==> config.mk <==
export PLATFORM = sky130hd
export DESIGN_NAME = cnn_frame_sequencer
export DESIGN_NICKNAME = d
export VERILOG_FILES = /design/src/rtl/cnn_frame_sequencer.sv
export SDC_FILE = /design/constraint.sdc
export NUM_CORES = 1
export LEC_CHECK = 0
export CAP_MARGIN = 20
export CORE_MARGIN = 10
export CORE_UTILIZATION = 40
export DETAILED_ROUTE_END_ITERATION = 8
export HOLD_SLACK_MARGIN = 0.03
export PLACE_DENSITY = 0.84
export SETUP_SLACK_MARGIN = 0.5
export SLEW_MARGIN = 20
export SYNTH_ARGS = -nofsm -noshare
export SYNTH_HDL_FRONTEND = slang
export SYNTH_SLANG_ARGS = --single-unit
==> constraint.sdc <==
create_clock -name ap_clk -period 3.7 [get_ports ap_clk]
set_input_delay 0.37 -clock ap_clk [delete_from_list [all_inputs] [get_ports ap_clk]]
set_output_delay 0.37 -clock ap_clk [all_outputs]
set_load 0.05 [all_outputs]
==> src/rtl/cnn_frame_sequencer.sv <==
// ============================================================================
// Module   : cnn_frame_sequencer
// Brief    : Sequences one ap_ctrl_hs CNN inference per cropped frame: gates
//            the pixel stream, drives ap_start, unpacks the 160-bit result.
//            Optional watchdog compiled in with `define CNN_SEQ_TIMEOUT_EN.
// Revision : 1.0 - initial release
// ============================================================================
`default_nettype none

module cnn_frame_sequencer #(
    parameter int OUT_ROWS       = 48,
    parameter int OUT_COLS       = 48,
    parameter int TIMEOUT_CYCLES = 65535
) (
    input  logic         ap_clk,
    input  logic         ap_rst,
    input  logic [7:0]   pix_in_tdata,
    input  logic         pix_in_tvalid,
    output logic         pix_in_tready,
    input  logic         pix_in_tlast,
    output logic         cnn_ap_start,
    input  logic         cnn_ap_ready,
    input  logic         cnn_ap_idle,
    input  logic         cnn_ap_done,
    output logic [7:0]   cnn_in_tdata,
    output logic         cnn_in_tvalid,
    input  logic         cnn_in_tready,
    input  logic [159:0] cnn_out_tdata,
    input  logic         cnn_out_tvalid,
    output logic         cnn_out_tready,
    output logic [109:0] res_tdata,
    output logic         res_tvalid,
    input  logic         res_tready,
    output logic         busy,
    output logic [15:0]  frame_cnt,
    output logic         err_len,
    output logic         timeout
);

    localparam int unsigned       C_PIX_N    = OUT_ROWS * OUT_COLS;
    localparam int                C_CNT_W    = (C_PIX_N > 1) ? $clog2(C_PIX_N + 1) : 1;
    localparam logic [C_CNT_W-1:0] C_LAST_IDX = C_CNT_W'(C_PIX_N - 1);
    localparam logic [31:0]       C_WD_LIMIT = 32'(TIMEOUT_CYCLES);
    localparam int                C_SLOTS    = 5;

    typedef enum logic [1:0] {
        S_IDLE     = 2'd0,
        S_STREAM   = 2'd1,
        S_WAIT_OUT = 2'd2,
        S_DELIVER  = 2'd3
    } state_t;

    state_t               r_state;
    state_t               w_state_nxt;
    logic [C_CNT_W-1:0]   r_pix_cnt;
    logic                 r_start_pend;
    logic [109:0]         r_res;
    logic                 r_res_valid;
    logic [15:0]          r_frame_cnt;
    logic                 r_err_len;

    logic                 w_pix_hs;
    logic                 w_out_hs;
    logic                 w_res_hs;
    logic                 w_last_pix;
    logic                 w_wd_hit;
    logic [109:0]         w_unpack;

    assign w_pix_hs   = (r_state == S_STREAM) && pix_in_tvalid && cnn_in_tready;
    assign w_out_hs   = (r_state == S_WAIT_OUT) && cnn_out_tvalid;
    assign w_res_hs   = (r_state == S_DELIVER) && r_res_valid && res_tready;
    assign w_last_pix = (r_pix_cnt == C_LAST_IDX);

    // Each 32-bit slot carries an ap_fixed<22,11> in its low 22 bits.
    generate
        for (genvar k = 0; k < C_SLOTS; k++) begin : g_unpack
            assign w_unpack[22*k +: 22] = cnn_out_tdata[32*k +: 22];
        end
    endgenerate

    // The discarded upper slot bits and the status-only done strobe are not consumed.
    logic w_unused_inputs;
    assign w_unused_inputs = ^{cnn_ap_done, cnn_out_tdata};

    always_ff @(posedge ap_clk) begin
        if (ap_rst) begin
            r_state <= S_IDLE;
        end else begin
            r_state <= w_state_nxt;
        end
    end

    always_comb begin
        w_state_nxt    = r_state;
        pix_in_tready  = 1'b0;
        cnn_in_tvalid  = 1'b0;
        cnn_in_tdata   = 8'd0;
        cnn_ap_start   = 1'b0;
        cnn_out_tready = 1'b0;
        case (r_state)
            S_IDLE: begin
                if (pix_in_tvalid && cnn_ap_idle) begin
                    w_state_nxt = S_STREAM;
                end
            end
            S_STREAM: begin
                cnn_ap_start  = r_start_pend;
                cnn_in_tdata  = pix_in_tdata;
                cnn_in_tvalid = pix_in_tvalid;
                pix_in_tready = cnn_in_tready;
                if (w_wd_hit) begin
                    w_state_nxt = S_IDLE;
                end else if (w_pix_hs && w_last_pix) begin
                    w_state_nxt = S_WAIT_OUT;
                end
            end
            S_WAIT_OUT: begin
                cnn_out_tready = 1'b1;
                if (w_wd_hit) begin
                    w_state_nxt = S_IDLE;
                end else if (w_out_hs) begin
                    w_state_nxt = S_DELIVER;
                end
            end
            S_DELIVER: begin
                if (w_res_hs) begin
                    w_state_nxt = S_IDLE;
                end
            end
            default: w_state_nxt = S_IDLE;
        endcase
    end

    always_ff @(posedge ap_clk) begin
        if (ap_rst) begin
            r_pix_cnt    <= '0;
            r_start_pend <= 1'b0;
            r_res        <= '0;
            r_res_valid  <= 1'b0;
            r_frame_cnt  <= 16'd0;
            r_err_len    <= 1'b0;
        end else begin
            case (r_state)
                S_IDLE: begin
                    r_pix_cnt <= '0;
                    if (pix_in_tvalid && cnn_ap_idle) begin
                        r_start_pend <= 1'b1;
                    end
                end
                S_STREAM: begin
                    if (cnn_ap_ready || w_wd_hit) begin
                        r_start_pend <= 1'b0;
                    end
                    if (w_pix_hs) begin
                        r_pix_cnt <= r_pix_cnt + 1'b1;
                        // Only flagged; the pixel count alone decides the frame end.
                        if (pix_in_tlast != w_last_pix) begin
                            r_err_len <= 1'b1;
                        end
                    end
                end
                S_WAIT_OUT: begin
                    if (w_wd_hit) begin
                        r_start_pend <= 1'b0;
                    end else if (w_out_hs) begin
                        r_res       <= w_unpack;
                        r_res_valid <= 1'b1;
                    end
                end
                S_DELIVER: begin
                    if (w_res_hs) begin
                        r_res_valid <= 1'b0;
                        r_frame_cnt <= r_frame_cnt + 16'd1;
                    end
                end
                default: ;
            endcase
        end
    end

`ifdef CNN_SEQ_TIMEOUT_EN
    logic [31:0] r_wd_cnt;
    logic        r_timeout;
    logic        w_wd_active;

    assign w_wd_active = (r_state == S_STREAM) || (r_state == S_WAIT_OUT);
    assign w_wd_hit    = w_wd_active && !w_pix_hs && !w_out_hs &&
                         (r_wd_cnt == C_WD_LIMIT - 32'd1);

    // Counts idle cycles since state entry or the last forward progress.
    always_ff @(posedge ap_clk) begin
        if (ap_rst) begin
            r_wd_cnt  <= 32'd0;
            r_timeout <= 1'b0;
        end else begin
            if (!w_wd_active || w_pix_hs || w_out_hs || w_wd_hit) begin
                r_wd_cnt <= 32'd0;
            end else begin
                r_wd_cnt <= r_wd_cnt + 32'd1;
            end
            if (w_wd_hit) begin
                r_timeout <= 1'b1;
            end
        end
    end

    assign timeout = r_timeout;
`else
    logic w_unused_wd_limit;
    assign w_unused_wd_limit = ^C_WD_LIMIT;
    assign w_wd_hit          = 1'b0;
    assign timeout           = 1'b0;
`endif

    assign res_tdata  = r_res;
    assign res_tvalid = r_res_valid;
    assign busy       = (r_state != S_IDLE);
    assign frame_cnt  = r_frame_cnt;
    assign err_len    = r_err_len;

endmodule

`default_nettype wire

==> results.cfg, run 1 <==
[yosys]
avgSynthCellArea_um2 = 8.08
ys_ff_latch = 143
yosys_warnings = 0
seq_area_frac_synth = 0.521
synth_edf_count = 0
yosysUniqueCellTypes = 44
synthFlopType = dfxtp_1
synthCells = 680
syn_area_um2 = 5500
syn_nets = 864
synthArstFlopShare = 0

[critical_path]
arrival_ns = 2.31
path_cells = inv_1 > ha_1 > and2_1 > clkdlybuf4s50_1
critPathTopFamily = buffers and inverters
start_kind = flop
ff2ff_setup_slack_ns = 1.50
cp_num_buf_inv = 2
cp-end-kind = output pin
cp_max_fo = 18
crit_path_top_delay_cell = clkdlybuf4s50_1
critPathKind = flop to output pin
cp.required_ns = 3.33
cpPeakStageDelay_ns = 0.81

[global_route]
grt-ovfl-total = 0
track_usage = 0.184
grt_most_used_layer = met2
grt_pass1_vias = 5314
gr-usage-met3 = 0.0838
use_met1 = 0.194
grt_pass1_wl_um = 27500
grt_max_degree = 75
antenna_found_initial = 0
met2_usage = 0.319

[power_and_ir_drop]
clkPwrFrac = 0.372
leakage_uw = 0.00306
seqPwrFrac = 0.359
power_density_nw_per_um2 = 535
p_comb_frac = 0.269
swShare = 0.318
power_switching_uw = 1510
power_uw = 4750
peakVddDrop_uv = 468
intPower_uw = 3240

[placement]
dp_hpwl_um = 13200
numPortBuffers = 267
gp_congestion = 0.811

[sta]
setup_viol = 0
hold_viol = 0
grt_setup_unrepaired = no
timing.final.crit_share = 0.723
fin_tns_setup_ns = 0
worstMarginPinSlew_ns = 0.771
slew_violations = 0
slew_headroom = 0.486
finClkSkew_ns = 0.00828
fmaxAchievable_mhz = 374
timing.hold.ws_ns = 0.451
fin_crit_ns = 2.68

[drt]
routed_via_density = 4.87
drt_wl_total_um = 18100
num_vias = 5420
drcViolationCount = 0
wl_per_cell_um = 16.3
ant_nets = 0
first_pass_iters = 5
drt_iter0_drc = 246

[layout]
area_delta_synth_final_pct = 61.5
diodes = 0
layout.nets = 1110
final_util = 0.665
mostFrequentLayoutCell = clkdlybuf4s50_1
final_cell_mix = 266 x clkdlybuf4s50_1, 227 x nand2_1, 143 x dfxtp_1, 124 x a21oi_1, 22 x nor2_1
drive_above_1_share = 0.0512

[floorplanning]
core_area_um2 = 13300
fp.dieArea_um2 = 18800
die_x_um = 137
initial_core_util = 0.412
dieHeight_um = 137
io_pins = 320
fp-row-count = 42

[clock_tree]
postCtsHoldBufs = 0
clkSinkCount = 143
cts-resized-gates = 0
clk_path_buf_depth = 2
h-tree-depth = 4
clk_latency_ns = 0.42
clk_pin_slew_ns = 0.06
tritoncts = built
cts-buffers-inserted = 17
root_buffer = clkbuf_16
cts_setup_buffers = 0

[hold_path]
hp-class = flop to flop

[outcome]
status = finished, final reports clean

[job]
max-cap-violations = 0
==> worst reg2reg max path, stage by stage (launching register included) <==
cell       delay (ns)
dfxtp_1          0.33
inv_1            0.09
ha_1             0.46
and3_1           0.44
o2111ai_2        0.25
or3_1            0.38
a21oi_1          0.18
==> flip-flops by register name, indices dropped and copies added, names as in the netlist <==
signal        count
err_len           1
frame_cnt        16
r_pix_cnt        12
r_start_pend      1
r_state           2
res_tdata       110
res_tvalid        1
==> path summary, 6_finish.rpt <==
path                                     from                           to  depth (start not counted)
setup / recovery      r_state[1]$_SDFFE_PP0P_              cnn_in_tdata[6]                          4
hold / removal    res_tdata[107]$_SDFFE_PP0P_  res_tdata[107]$_SDFFE_PP0P_                          2
setup reg to reg      r_state[1]$_SDFFE_PP0P_    r_pix_cnt[5]$_SDFFE_PP0P_                          6
hold reg to reg   res_tdata[107]$_SDFFE_PP0P_  res_tdata[107]$_SDFFE_PP0P_                          2
==> cell type report <==
| cell class | count | area, um^2 |
|---|---|---|
| repair buffers | 272 | 2720 |
| clock inverters | 12 | 168 |
| inverters | 7 | 26.3 |
| fillers | 1105 | 4480 |
| well taps | 176 | 220 |
| flip-flops and latches | 143 | 2860 |
| clock buffers | 19 | 443 |
| multi-input cells | 485 | 2430 |
==> synth_stat cells (2+ instances only) <==
| cell | n | area, um^2 |
|---|---|---|
| nand2b_1 | 5 | 31.3 |
| ha_1 | 6 | 75.1 |
| a21boi_0 | 2 | 15.0 |
| mux2i_1 | 2 | 20.0 |
| nor2_1 | 22 | 82.6 |
| o2111ai_1 | 2 | 17.5 |
| clkbuf_1 | 34 | 128 |
| nand4_4 | 2 | 42.5 |
| o21ai_0 | 8 | 40.0 |
| and2_1 | 14 | 87.6 |
| nand3_1 | 9 | 45.0 |
| buf_1 | 6 | 22.5 |
| or4_1 | 4 | 30.0 |
| buf_2 | 3 | 15.0 |
| nand4_1 | 8 | 50.1 |
| nand2_1 | 228 | 856 |
| inv_1 | 7 | 26.3 |
| xnor2_1 | 4 | 35.0 |
| or3_1 | 5 | 31.3 |
| a21oi_1 | 124 | 621 |
| o31ai_1 | 5 | 37.5 |
| dfxtp_1 | 143 | 2860 |
| and4_1 | 2 | 17.5 |
| xor2_1 | 11 | 96.3 |
| nor2b_1 | 2 | 12.5 |
| and3_1 | 4 | 25.0 |
==> cell families (layout without fill, tap and decap cells) <==
family                     Yosys count  count (layout)  share of synthesized area
and+or+nand+nor                    312             312                      0.251
xor gates and xnor gates            15              15                     0.0239
AOI/OAI and AO/OA                  148             148                      0.146
other                                1               1                   0.000682
buffers and inverters               52             310                     0.0383
muxes                                3               3                    0.00569
DFF                                143             143                      0.521
adders and majority gates            6               6                     0.0137
==> stage by stage <==
| stage | area, um^2 | setup WS, ns | cells |
|---|---|---|---|
| after floorplan | 5500 | 1.77 | 680 |
| after global placement | 8260 | 1.45 | 1083 |
| after detailed placement | 8260 | 1.42 | 1083 |
| after CTS | 8870 | 0.954 | 1114 |
| after global routing | 8870 | 0.858 | 1114 |
| final | 8870 | 1.02 | 1114 |
==> routing by layer <==
metal,wire length (um),part of all wire
met5,0,0
met4,325,0.018
met3,1720,0.095
met2,9340,0.52
met1,6740,0.37
==> power groups by stage <==
stage / Sequential, uW / Combinational, uW / Clock, uW
after floorplan: 2050 / 477 / 0
after global placement: 1730 / 1270 / 0
after detailed placement: 1740 / 1280 / 0
after CTS: 1710 / 1290 / 1800
after global routing: 1720 / 1360 / 1860
final: 1710 / 1280 / 1770
Power figures use the tool's default switching activity.
==> inputs of run 2 (changes only) <==
CORE_UTILIZATION = 34   (was 40)
PLACE_DENSITY = 0.76   (was 0.84)
clock period = 2.44 ns   (was 3.7 ns; I/O delays follow)
==> run 2 against run 1 <==
Net effect:
- utilization is 10 points lower
- clock power is 44% higher
- register-to-register slack worse by 0.87 ns
- sequential share of layout area is 0.28 points lower
- global-route usage is 2.3 points lower
- count of clock-buffer cells in the layout is 2 higher
- worst setup slack worse by 0.45 ns
- via count is 0.87% lower
- clock skew is 0.0039 ns higher
- largest power group is now registers
==> results.cfg, run 2 (synthesized netlist as in run 1, its figures left out) <==
[outcome]
status = finished, final reports clean

[layout]
final_cell_mix = 240 x clkdlybuf4s50_1, 227 x nand2_1, 142 x dfxtp_1, 124 x a21oi_1, 22 x nor2_1
nFillCells = 1468
area_delta_synth_final_pct = 62.9
mostFrequentLayoutCell = clkdlybuf4s50_1
instances_no_fill = 1157
diodes = 0
drive_above_1_share = 0.0733
layout.nets = 1113
largest_reg_flops = 110

[sta]
finClkSkew_ns = 0.0122
timing.final.crit_share = 0.763
fin_ws_ns = 0.578
fin_tns_setup_ns = 0
setup_viol = 0
fmaxAchievable_mhz = 537
worstMarginPinSlew_ns = 0.590
slew_violations = 0
fin_crit_ns = 1.86
grt_setup_unrepaired = yes
hold_viol = 0
slew_headroom = 0.606

[power_and_ir_drop]
leakage_uw = 0.00320
power_uw = 7100
peakVddDrop_uv = 532
power_density_nw_per_um2 = 793

[clock_tree]
h-tree-depth = 4
root_buffer = clkbuf_16
clk_latency_ns = 0.41
postCtsHoldBufs = 0
cts-buffers-inserted = 17
clk_pin_slew_ns = 0.06
cts_setup_buffers = 0
clk_path_buf_depth = 2
clkSinkCount = 143
tritoncts = built

[floorplanning]
die_x_um = 147
initial_core_util = 0.346
core_area_um2 = 15900
fp.dieArea_um2 = 21600
io_pins = 320
fp-row-count = 46
dieHeight_um = 147

[drt]
num_vias = 5373
routed_via_density = 4.64
ant_nets = 0
wl_met1_um = 7190
drt_wl_total_um = 18200
wl_per_cell_um = 15.7
wl_met3_um = 1420
top_layer = met4
first_pass_iters = 4
drcViolationCount = 0
drt_iter0_drc = 208
met2WireLength_um = 9300

[placement]
dpl.cell_count = 1126
dp_slack_ns = 0.362
dp_hpwl_um = 13300
gp_congestion = 0.797
numPortBuffers = 267

[global_route]
grt_pass1_wl_um = 28100
antenna_found_initial = 0
grt_max_degree = 66
grt-ovfl-total = 0
track_usage = 0.161
grt_pass1_vias = 5106

[critical_path]
cpPeakStageDelay_ns = 0.83
critPathKind = flop to output pin
path_cells = clkdlybuf4s50_1
cp.required_ns = 2.20
r2r_end = frame_cnt[15]$_SDFFE_PP0P_
ff2ff_setup_slack_ns = 0.63
critPathTopFamily = buffers and inverters
arrival_ns = 1.62
rr_startpoint = r_state[0]$_SDFFE_PP0P_
cp_num_buf_inv = 1
crit_path_start = frame_cnt[13]$_SDFFE_PP0P_
crit_path_top_delay_cell = clkdlybuf4s50_1
cp-end-kind = output pin
cp_max_fo = 5
cp-endpoint = frame_cnt[13]
reg2reg_depth = 5
worst-path-stages = 1
start_kind = flop

[job]
max-cap-violations = 0

[hold_path]
hp-class = input pin to flop
==> run 2: worst min-delay path by stage <==
stage	from	to	slack, ns	cells past startpoint
after floorplan	cnn_out_tdata[0]	res_tdata[0]$_SDFFE_PP0P_	0.38	2
after global placement	res_tdata[14]$_SDFFE_PP0P_	res_tdata[14]$_SDFFE_PP0P_	0.44	2
after detailed placement	res_tdata[92]$_SDFFE_PP0P_	res_tdata[92]$_SDFFE_PP0P_	0.45	2
after CTS	ap_rst	frame_cnt[8]$_SDFFE_PP0P_	0.27	2
after global routing	ap_rst	frame_cnt[8]$_SDFFE_PP0P_	0.30	2
final	ap_rst	frame_cnt[8]$_SDFFE_PP0P_	0.28	2
==> run 2: per-stage QoR <==
stage	hold slack (ns)	cell area (um^2)	utilization
after floorplan	0.380	5500	-
after global placement	0.440	8360	0.526
after detailed placement	0.445	8360	0.526
after CTS	0.270	8930	0.562
after global routing	0.296	8950	0.564
final	0.279	8950	0.564
==> run 2: layout make-up <==
class                   instances  area [um^2]  area share
clock inverters                10          113      0.0126
inverters                       7         26.3     0.00293
well taps                     216          270      0.0302
flip-flops and latches        143         2860       0.320
multi-input cells             485         2460       0.275
repair buffers                275         2750       0.307
clock buffers                  21          470      0.0525
==> run 2: layer usage <==
layer	vias up	track usage
li1	2743	-
met1	2469	0.177
met2	144	0.272
met3	17	0.0642
met4	0	0.0629
met5	-	0
==> run 2: repair_timing <==
action,4_1_cts,5_1_grt
resized for setup,16,11
hold endpoints to repair,0,0
endpoints found under the setup margin,15,23
==> run 2: power breakdown <==
group          total, uW  switching [uW]  leakage, uW  internal [uW]
combinational       1970            1260      0.00176            707
clock               2540             968     0.000285           1580
sequential          2590            91.4      0.00115           2500
total               7100            2320      0.00320           4780
